`config.mk`:
```
export PLATFORM = sky130hd
export DESIGN_NAME = crtc_init_sequencer
export DESIGN_NICKNAME = d
export VERILOG_FILES = /design/src/rtl/crtc_init_sequencer.sv
export SDC_FILE = /design/constraint.sdc
export NUM_CORES = 1
export LEC_CHECK = 0
export ABC_AREA = 1
export BUFFER_PORTS_ARGS = -buffer_cell sky130_fd_sc_hd__buf_2
export CORE_UTILIZATION = 57
export CTS_CLUSTER_DIAMETER = 60
export DETAILED_ROUTE_END_ITERATION = 8
export GPL_TIMING_DRIVEN = 0
export PLACE_DENSITY_LB_ADDON = 0.25
export SLEW_MARGIN = 20
export SYNTH_ARGS = -nofsm -noshare
export SYNTH_HDL_FRONTEND = slang
export SYNTH_SLANG_ARGS = --single-unit
export TNS_END_PERCENT = 50
```
`constraint.sdc`:
```
create_clock -name clk -period 2.4 [get_ports clk]
set_input_delay 0.72 -clock clk [delete_from_list [all_inputs] [get_ports clk]]
set_output_delay 0.72 -clock clk [all_outputs]
set_load 0.005 [all_outputs]
```
`src/rtl/crtc_init_sequencer.sv`:
```
// MC6845 CRTC bus master: programs R0..R(NUM_REGS-1) from a fixed table, then forwards host writes.
// Define CRTC_HOST_PORT_EN to build the host write port; otherwise host inputs are ignored.

module crtc_init_sequencer #(
   parameter int E_HALF     = 4,
   parameter bit AUTO_START = 1'b1,
   parameter int NUM_REGS   = 16
) (
   input  logic       clk,
   input  logic       rst,
   input  logic       start,
   output logic       busy,
   output logic       done,
   input  logic       host_req,
   input  logic [4:0] host_addr,
   input  logic [7:0] host_data,
   output logic       host_ack,
   output logic       crtc_csn,
   output logic       crtc_e,
   output logic       crtc_rs,
   output logic       crtc_rw,
   output logic [7:0] crtc_d,
   output logic       crtc_d_oe
);

   localparam int              PH_W      = 9;
   localparam logic [PH_W-1:0] EHIGH_CNT = PH_W'(E_HALF);
   localparam logic [PH_W-1:0] HOLD_CNT  = PH_W'(2 * E_HALF);
   localparam logic [PH_W-1:0] GAP_CNT   = PH_W'(2 * E_HALF + 1);
   localparam logic [3:0]      LAST_IDX  = 4'(NUM_REGS - 1);

   typedef enum logic [2:0] {
      IDLE,
      LOAD_ADDR,
      LOAD_DATA,
      NEXT,
      DONE
`ifdef CRTC_HOST_PORT_EN
      ,
      HOST_ADDR,
      HOST_DATA,
      HOST_ACK
`endif
   } state_t;

   function automatic logic [7:0] table_value(input logic [3:0] idx);
      case (idx)
         4'd0:    return 8'h71;
         4'd1:    return 8'h50;
         4'd2:    return 8'h5A;
         4'd3:    return 8'h0A;
         4'd4:    return 8'h1F;
         4'd5:    return 8'h06;
         4'd6:    return 8'h19;
         4'd7:    return 8'h1C;
         4'd8:    return 8'h02;
         4'd9:    return 8'h07;
         4'd10:   return 8'h06;
         4'd11:   return 8'h07;
         default: return 8'h00;
      endcase
   endfunction

   state_t          state_q, state_n;
   logic [PH_W-1:0] ph_q, ph_n;
   logic [3:0]      idx_q, idx_n;
   logic            done_q, done_n;
   logic            first_q;
   logic            begin_load;

`ifdef CRTC_HOST_PORT_EN
   logic [4:0] haddr_q;
   logic [7:0] hdata_q;
   logic       host_accept;
`else
   logic       unused_host;
   assign unused_host = ^{host_req, host_addr, host_data};
`endif

   // first_q marks the first cycle after reset so AUTO_START can launch the load once.
   assign begin_load = start | (AUTO_START & first_q);

   always_ff @(posedge clk) begin
      if (rst) begin
         state_q <= IDLE;
         ph_q    <= '0;
         idx_q   <= '0;
         done_q  <= 1'b0;
         first_q <= 1'b1;
      end else begin
         // NOTE: state registers use non-blocking assignments so every flop samples pre-edge values.
         state_q <= state_n;
         ph_q    <= ph_n;
         idx_q   <= idx_n;
         done_q  <= done_n;
         first_q <= 1'b0;
      end
   end

`ifdef CRTC_HOST_PORT_EN
   // NOTE: captured host address/data are only read in HOST_* states, so they need no reset.
   always_ff @(posedge clk) begin
      if (host_accept) begin
         haddr_q <= host_addr;
         hdata_q <= host_data;
      end
   end
`endif

   always_comb begin
      // NOTE: every comb output gets a default first so no path infers a latch.
      state_n = state_q;
      ph_n    = ph_q;
      idx_n   = idx_q;
      done_n  = done_q;
`ifdef CRTC_HOST_PORT_EN
      host_accept = 1'b0;
`endif
      case (state_q)
         IDLE, DONE: begin
            if (begin_load) begin
               state_n = LOAD_ADDR;
               ph_n    = '0;
               idx_n   = '0;
               done_n  = 1'b0;
            end
`ifdef CRTC_HOST_PORT_EN
            else if (host_req) begin
               host_accept = 1'b1;
               ph_n        = '0;
               state_n     = (host_addr > 5'd17) ? HOST_ACK : HOST_ADDR;
            end
`endif
         end
         LOAD_ADDR: begin
            ph_n = (ph_q == GAP_CNT) ? '0 : ph_q + 1'b1;
            if (ph_q == GAP_CNT) state_n = LOAD_DATA;
         end
         // The data access's GAP cycle is spent in NEXT, which also advances the index.
         LOAD_DATA: begin
            ph_n = ph_q + 1'b1;
            if (ph_q == HOLD_CNT) state_n = NEXT;
         end
         NEXT: begin
            ph_n = '0;
            if (idx_q == LAST_IDX) begin
               state_n = DONE;
               done_n  = 1'b1;
            end else begin
               idx_n   = idx_q + 1'b1;
               state_n = LOAD_ADDR;
            end
         end
`ifdef CRTC_HOST_PORT_EN
         HOST_ADDR: begin
            ph_n = (ph_q == GAP_CNT) ? '0 : ph_q + 1'b1;
            if (ph_q == GAP_CNT) state_n = HOST_DATA;
         end
         HOST_DATA: begin
            ph_n = (ph_q == GAP_CNT) ? '0 : ph_q + 1'b1;
            if (ph_q == GAP_CNT) state_n = HOST_ACK;
         end
         HOST_ACK: begin
            if (start) begin
               state_n = LOAD_ADDR;
               ph_n    = '0;
               idx_n   = '0;
               done_n  = 1'b0;
            end else begin
               state_n = done_q ? DONE : IDLE;
            end
         end
`endif
         default: state_n = IDLE;
      endcase
   end

   always_comb begin
      busy      = 1'b0;
      done      = done_q;
      host_ack  = 1'b0;
      crtc_csn  = 1'b1;
      crtc_e    = 1'b0;
      crtc_rs   = 1'b0;
      crtc_rw   = 1'b1;
      crtc_d    = 8'h00;
      crtc_d_oe = 1'b0;
      case (state_q)
         LOAD_ADDR: begin
            busy   = 1'b1;
            crtc_d = {4'b0000, idx_q};
         end
         LOAD_DATA: begin
            busy    = 1'b1;
            crtc_rs = 1'b1;
            crtc_d  = table_value(idx_q);
         end
         NEXT: busy = 1'b1;
`ifdef CRTC_HOST_PORT_EN
         HOST_ADDR: begin
            busy   = 1'b1;
            crtc_d = {3'b000, haddr_q};
         end
         HOST_DATA: begin
            busy    = 1'b1;
            crtc_rs = 1'b1;
            crtc_d  = hdata_q;
         end
         HOST_ACK: host_ack = 1'b1;
`endif
         default: ;
      endcase
      // Bus strobes: SETUP/EHIGH/HOLD select the chip, GAP releases it.
      if (busy && state_q != NEXT && ph_q <= HOLD_CNT) begin
         crtc_csn  = 1'b0;
         crtc_rw   = 1'b0;
         crtc_d_oe = 1'b1;
         crtc_e    = (ph_q >= EHIGH_CNT) && (ph_q < HOLD_CNT);
      end
   end

endmodule

```
**Word level (Yosys, flattened, before mapping)**

Memory sizes are Yosys's and may differ from the RTL's. A register that Yosys moved wholly into a read port is not among the register bits.
Index checks and enable logic that the tools add are counted.

- Register bits after elaboration: 18
- Bits in read-only memories: 112
- Memories: 1
- Output and inout bits: 16
- Input bits: 17
- Logic and storage cells: 60

- Reductions and logical operators: 12
- Eq/ne operators: 13
- Multiplexer cells: 23
- Bitwise operators: 1
- Add/subtract/negate cells: 2
- $lt $le $gt $ge: 3

Memory list:

| name | words | bits a word | read ports | clocked after Yosys merged registers in | write ports | RTL line | text |
|---|---|---|---|---|---|---|---|
| (name not given) | 16 | 7 | 1 | 1 | 0 | 47 | `case (idx)` |

Operator list:

| operator | number |
|---|---|
| $pmux W9 S4 | 1 |
| $eq A9 B4 Y1 const B | 2 |
| $mux W9 | 2 |
| $mux W4 | 4 |
| $pmux W8 S2 | 1 |
| $mux W3 | 4 |
| $pmux W3 S4 | 1 |
| $ne A2 B2 Y1 const B | 5 |
| $add A9 B1 Y9 const B | 1 |
| $ge A9 B3 Y1 const B | 1 |
| $le A9 B4 Y1 const B | 1 |
| $lt A9 B4 Y1 const B | 1 |
| $reduce_and A3 Y1 | 3 |
| $mux W1 | 8 |
| $pmux W4 S2 | 1 |
| $eq A3 B2 Y1 const B | 2 |
| $add A4 B1 Y4 const B | 1 |
| $eq A4 B4 Y1 const B | 1 |
| $reduce_bool A4 Y1 | 1 |
| $eq A3 B1 Y1 const B | 1 |
| $eq A3 B3 Y1 const B | 1 |
| $logic_and A1 B1 Y1 | 3 |
| $logic_not A3 Y1 | 1 |
| $ne A3 B2 Y1 const B | 1 |
| 6 further kinds | 6 |

**Depth between registers and ports, before layout**

Gate-level depths: netlist of the first run.

- Word-level depth: 6
- Depth in mapped cells: 11
- Depth with buffers taken out: 11

**Least setup slack after synthesis of the first run**

Ideal clock, no wire load.

- Path kind: flip-flop to output port
- From: register state_q[0]
- To: output port crtc_rw
- Data required time: 1.680 ns
- Cell stages (with the launch flop): 7
- Arrival time: 1.099 ns
- Buffers on the path: 1
- Path slack: 0.581 ns
- Cells stage by stage: dfxtp_1 -> nor2_4 -> nor2_1 -> nand2_1 -> a21oi_1 -> inv_1 -> buf_4

- Word-level cells in the longest chain between the ends: 6
- Elaborated cells on any way between the ends: 9
- Classes of those cells: eq/ne: 4; mux: 2; reduce/logical: 3

RTL lines:

| element | RTL line | text |
|---|---|---|
| start: declaration | 64 | `state_t state_q, state_n;` |
| start signal: assignment | 92 | `state_q <= state_n;` |
| $eq A3 B2 Y1 or $eq A3 B1 Y1 (tied branches) | 188 | `case (state_q)` |
| $reduce_or A3 Y1 (no line) (*) | - |  |
| $mux W1 (*) | 188 |  |
| net busy | 12 | `output logic busy,` |
| $logic_and A1 B1 Y1 (*) (2 in a row) | 214 | `if (busy && state_q != NEXT && ph_q <= HOLD_CNT) begin` |
| $mux W1 (*) | - |  |
| end: declaration | 21 | `output logic crtc_rw,` |

The timed path passes the listed nets; every way through them passes the cells marked *.

**Worst setup path after layout of the first run**

- From: register ph_q[4]
- To: output port crtc_rw

- Word-level cells in the longest chain between the ends: 3

RTL lines:

| element | RTL line | text |
|---|---|---|
| start: declaration | 65 | `logic [PH_W-1:0] ph_q, ph_n;` |
| start signal: assignment | 93 | `ph_q <= ph_n;` |
| $le A9 B4 Y1 | 214 |  |
| $logic_and A1 B1 Y1 | 214 |  |
| $mux W1 | 214 |  |

Every way passes these cells.

==> results.cfg, run 1 <==
[global_route]
antenna_found_initial = 0
grt.total_usage_pct = 24.9
grt_max_degree = 16
grt_pass1_wl_mm = 4.97
first_global_vias = 1223
overflow = 0

[floorplanning]
die_area_sq_mm = 0.00274
die_w_um = 52.4
num_rows = 17
ioPinCount = 33
core-area_sq_mm = 0.00230
initial_core_util_pct = 63.0
die_h_um = 52.4

[sta]
finalCritPeriodShare_pct = 96.8
fin_crit_ns = 2.32
hold_ws_ns = 0.498
slew_violations = 0
finalHoldViolCount = 0
fmax_mhz = 431
setup_viol = 0
skew_ns = 0.0198
fin_tns_setup_ns = 0

[power_and_ir_drop]
powerDensity_mw_per_mm2 = 883
pwr-share-clk_pct = 14.1
p_sw_share_pct = 44.1
p_leak_nw = 0.818
peakVddDrop_uv = 696
internal_power_mw = 0.818
seqPwrFrac_pct = 39.5
combPwrFrac_pct = 46.5
switching_power_mw = 0.646

[route]
remaining_drc_errors = 0
drt-initial-drc-count = 41
first_pass_iters = 4
vias_per_cell = 5.25
drt-total-wl_mm = 3.15
final_antenna_net_count = 0
vias = 1361
wl_per_cell_um = 12.1

[placement]
gp_congestion = 0.817
dp.cells = 251
port_buffers = 16
hpwl_mm = 2.35
placedInstanceArea_sq_mm = 0.00157

[final_layout]
design_area_sq_mm = 0.00166
drive_gt1_share_pct = 25.1
fin_nets = 253
diodes = 0
instances_no_fill = 259
fin_util_pct = 72.2
syn_to_final_growth_pct = 14.6

[logic_synthesis]
ys.flop_type = dfxtp_1
yosysUniqueCellTypes = 30
avgSynthCellArea_sq_um = 7.02
synth.yosys.warnings = 0
ys_ff_latch = 25
syn_area_sq_mm = 0.00145
synth_cells = 206
synthArstFlopShare_pct = 0
synth_edf_count = 0
ys_seq_area_share_pct = 34.6

[clock_tree]
cts_hold_buf = 0
htree_levels = 1
clock_path_buffers = 2
cts-buffers-inserted = 3
cts-root-buf = clkbuf_4
clkSlewWorstSetupHoldPaths_ns = 0.16
clk_latency_ns = 0.35
cts.sinks = 25
cts_tree = built

[run]
drv_cap = 0

[setup_path]
required_ns = 1.68
worstPathArrival_ns = 1.60
cp-start-kind = register
end_kind = output pin
critPathMaxFanout = 3
worstSetupPathType = reg -> out

[hold_path]
hold_class = reg -> reg

[run_status]
status = finished clean
-- layout make-up --
cell class | instances | area (sq um)
Multi-Input combinational cell | 147 | 822
Fill cell | 200 | 639
Sequential cell | 25 | 510
Inverter | 31 | 116
Timing Repair Buffer | 20 | 110
Tap cell | 28 | 35.0
Buffer | 4 | 33.8
Clock buffer | 3 | 22.5
Clock inverter | 1 | 7.51
-- power by group through the flow --
stage               Clock, mW  Sequential [mW]  Combinational, mW
CTS                     0.204            0.577              0.667
finish                  0.206            0.577              0.680
global route            0.219            0.587              0.764
global placement            0            0.582              0.635
floorplan                   0            0.572              0.496
detailed placement          0            0.585              0.661
-- cells in the final DEF (no fill, tap or decap), types with 2 or more instances in the layout --
| cell | count |
|---|---|
| nor2_1 | 23 |
| nor2_4 | 4 |
| nand3_2 | 2 |
| nand4_1 | 2 |
| buf_2 | 16 |
| conb_1 | 2 |
| nand3_1 | 19 |
| nor3b_2 | 2 |
| inv_1 | 29 |
| nand2_4 | 3 |
| nor3_1 | 6 |
| dfxtp_1 | 19 |
| buf_4 | 7 |
| a31oi_1 | 2 |
| nand2_1 | 48 |
| ha_1 | 4 |
| nand2_2 | 5 |
| clkbuf_4 | 3 |
| a21oi_1 | 5 |
| o21ai_0 | 8 |
| inv_2 | 2 |
| dfxtp_2 | 5 |
| nand3b_1 | 2 |
-- stage by stage --
stage                     worst slack [ns]  power [mW]
after floorplan                      0.581        1.07
after global placement               0.357        1.22
after detailed placement             0.339        1.25
after CTS                           0.0389        1.45
after global routing              -0.00200        1.57
final                               0.0773        1.46
-- critical path: stages, from the launching register on --
cell and delay [ns]:
dfxtp_2 0.37, nor2_4 0.10, nand3_2 0.08, nor2_1 0.15
nand2_1 0.11, a21oi_2 0.15, inv_1 0.06, buf_4 0.12
buf_2 0.11
-- timing repair --
| item | 4_1_cts | 5_1_grt |
|---|---|---|
| resized for setup | 1 | 11 |
| endpoints found under the setup margin | 7 | 4 |
| pin swaps | 0 | 4 |
| setup buffers | 0 | 4 |
-- kinds of logic after synthesis --
kind of cell | synth area share [%]
AND/OR/NAND/NOR | 43.3
buffers and inverters | 10.4
flip-flops | 34.6
AO/OA/AOI/OAI | 7.35
adder cells (fa/ha/maj) | 3.46
XOR/XNOR | 0.606
other | 0.259
-- routing by layer --
metal,vias to the layer above,track usage (%),routed length [um]
li1,699,-,-
met1,609,30.3,1360
met2,46,42.2,1490
met3,7,3.48,231
met4,0,12.3,63
met5,-,0,0
-- synthesized netlist by cell type (3+ instances only) --
library cell,instances,area [sq um]
ha_1,4,50.1
dfxtp_1,25,500
nand3_1,20,100
inv_1,29,109
nor2_4,3,33.8
nor3_1,6,30.0
nand2_4,3,33.8
a21oi_1,6,30.0
nor2_1,24,90.1
o21ai_0,8,40.0
buf_4,3,22.5
nand2_2,5,31.3
nand2_1,48,180
-- worst paths after layout --
check	to	slack (ns)	startpoint	cells past startpoint
worst max-delay path	crtc_rw	0.08	ph_q[4]	8
worst min-delay path	done	0.50	done	2
worst max register to register	register	0.72	idx_q[0]	10
worst min register to register	done	0.50	done	2
No activity file was read; power rests on OpenSTA's default activity.
==> inputs of run 2 (changes only) <==
- ABC_AREA: 1 -> unset
- CORE_UTILIZATION: 57 -> 59
- CTS_BUF_LIST: unset -> sky130_fd_sc_hd__clkbuf_8
==> results.cfg, run 2 <==
[run_status]
status = finished, violations left
violations = setup timing

[power_and_ir_drop]
p_leak_nw = 0.714
internal_power_mw = 0.681
power_mw = 0.982
seqPwrFrac_pct = 46.0
combPwrFrac_pct = 28.4
powerDensity_mw_per_mm2 = 588
p_sw_share_pct = 30.6
peakVddDrop_uv = 403
pwr-share-clk_pct = 25.6
switching_power_mw = 0.301

[route]
vias_per_cell = 5.94
wl_per_cell_um = 14.7
first_pass_iters = 4
final_antenna_net_count = 0
drt-total-wl_mm = 3.28
drt-initial-drc-count = 33
remaining_drc_errors = 0
vias = 1325

[clock_tree]
clkSlewWorstSetupHoldPaths_ns = 0.09
cts.sinks = 25
cts_tree = built
cts-root-buf = clkbuf_8
htree_levels = 1
clock_path_buffers = 2
clk_latency_ns = 0.27
cts_hold_buf = 0
cts-buffers-inserted = 3

[placement]
port_buffers = 16
hpwl_mm = 2.27
gp_congestion = 0.895
dp_worst_setup_slack_ns = 0.142
dp.cells = 213
placedInstanceArea_sq_mm = 0.00155

[global_route]
first_global_vias = 1202
grt.total_usage_pct = 26.8
antenna_found_initial = 0
grt_pass1_wl_mm = 5.14
overflow = 0
grt_max_degree = 15

[logic_synthesis]
ys_seq_area_share_pct = 34.9
yosysUniqueCellTypes = 52
synth_edf_count = 0
synth_fa_ha_area_share_pct = 3.49
synth.most_common_cell = dfxtp_1
synth_compound_area_share_pct = 20.1
synth_cells = 168
synth_simple_gate_area_share_pct = 28.6
synth_top_family_by_area = simple AND/OR/NAND/NOR gates
synth.yosys.warnings = 0
ys.flop_type = dfxtp_1
yosys-top-cells-area = dfxtp_1 (35%), nor2_1 (6.0%), ha_1 (3.5%), xnor2_1 (3.1%), xor2_1 (3.1%)
synth-xor-area-share_pct = 6.10
avgSynthCellArea_sq_um = 8.54
synthMuxAreaShare_pct = 0.697
synth_top_cell_by_area = dfxtp_1
syn_area_sq_mm = 0.00144
synthTopCellsByCount = dfxtp_1 (25), nor2_1 (23), nand2_1 (11), a21oi_1 (7), inv_1 (7)
yosysTopAreaCellShare_pct = 34.9
ys_ff_latch = 25
synthArstFlopShare_pct = 0

[sta]
timing.final.ws_setup_ns = -0.00694
finalCritPeriodShare_pct = 100
slew_violations = 0
rsz0062_at_grt = yes
fmax_mhz = 415
fin_crit_ns = 2.41
relSlewSlack_pct = 58.8
finalHoldViolCount = 0
setup_viol = 1
skew_ns = 0.00262
tightest_slew_ns = 0.618

[final_layout]
final_cell_mix = nor2_1 (23), dfxtp_1 (23), buf_2 (17), nand2_1 (10), buf_4 (10)
syn_to_final_growth_pct = 16.4
instances_no_fill = 223
fillers = 186
design_area_sq_mm = 0.00167
fin_nets = 217
fin_util_pct = 74.1
drive_gt1_share_pct = 25.1
diodes = 0

[hold_path]
hold_depth = 2
holdPathEnd = done
hold_class = reg -> reg
min_from = done

[floorplanning]
initial_core_util_pct = 63.7
core-area_sq_mm = 0.00225
num_rows = 17
die_area_sq_mm = 0.00263
ioPinCount = 33
die_h_um = 51.3
die_w_um = 51.3

[setup_path]
ff2ff_path_depth = 8
required_ns = 1.68
regToRegStartpoint = state_q[0]
worstSetupPathType = reg -> out
end_kind = output pin
cp-start-kind = register
critPathMaxFanout = 5
worstPathArrival_ns = 1.69
reg2reg_slack_ns = 0.29

[run]
drv_cap = 0
[run 2: how the worst max path moves through the flow]
stage | startpoint | end | slack (ns) | depth (start not counted)
5_1_grt | state_q[0] | crtc_e | -0.06 | 6
4_1_cts | state_q[1] | crtc_e | 0.01 | 6
3_3_place_gp | start | register | 0.16 | 6
6_report | state_q[0] | crtc_e | -0.007 | 6
2_1_floorplan | state_q[0] | crtc_rw | 0.41 | 6
3_5_place_dp | start | register | 0.14 | 6
[run 2: layer usage]
layer | track usage, % | routed length, um
met1 | 33.7 | 1540
met2 | 42.5 | 1540
met3 | 3.87 | 124
met4 | 17.1 | 83
met5 | 0 | 0
[run 2: kinds of logic after synthesis]
logic type,Yosys count
compound gates,36
xor+xnor,10
fa+ha+maj,4
buf+inv,15
flops,25
mux,1
other cells,1
simple gates,76
[run 2: power by group through the flow]
| stage | Sequential (mW) | Combinational [mW] | Clock, mW |
|---|---|---|---|
| after floorplan | 0.454 | 0.173 | 0 |
| after global placement | 0.456 | 0.228 | 0 |
| after detailed placement | 0.457 | 0.235 | 0 |
| after CTS | 0.445 | 0.265 | 0.258 |
| after global routing | 0.454 | 0.305 | 0.270 |
| final | 0.452 | 0.279 | 0.252 |
[run 2: final cells by class]
type / instances / area (sq um) / share of cell area, %
multi-input combinational: 129 / 877 / 52.5
inverter: 7 / 26.3 / 1.57
clock buffer: 3 / 41.3 / 2.47
sequential: 25 / 505 / 30.3
clock inverter: 1 / 5.00 / 0.300
buffer: 7 / 47.5 / 2.85
tap: 28 / 35.0 / 2.10
timing repair buffer: 23 / 133 / 7.94
[run 2: repair_timing]
item	CTS	global route
setup buffers	3	4
hold endpoints to repair	0	0
gates resized for setup	8	2
setup endpoints to repair	4	5
pin swaps	2	1
[run 2: critical path, stage by stage (launching register included)]
cell and delay [ns]:
dfxtp_2 0.36, buf_6 0.11, or2b_1 0.26, a21oi_2 0.16, and3_4 0.20, nor3b_4 0.19, buf_2 0.14
[run 2: metrics by stage]
stage | hold slack (ns) | setup TNS, ns
floorplan | 0.453 | 0
global placement | 0.444 | 0
detailed placement | 0.461 | 0
CTS | 0.479 | 0
global route | 0.516 | -0.0816
finish | 0.468 | -0.00694
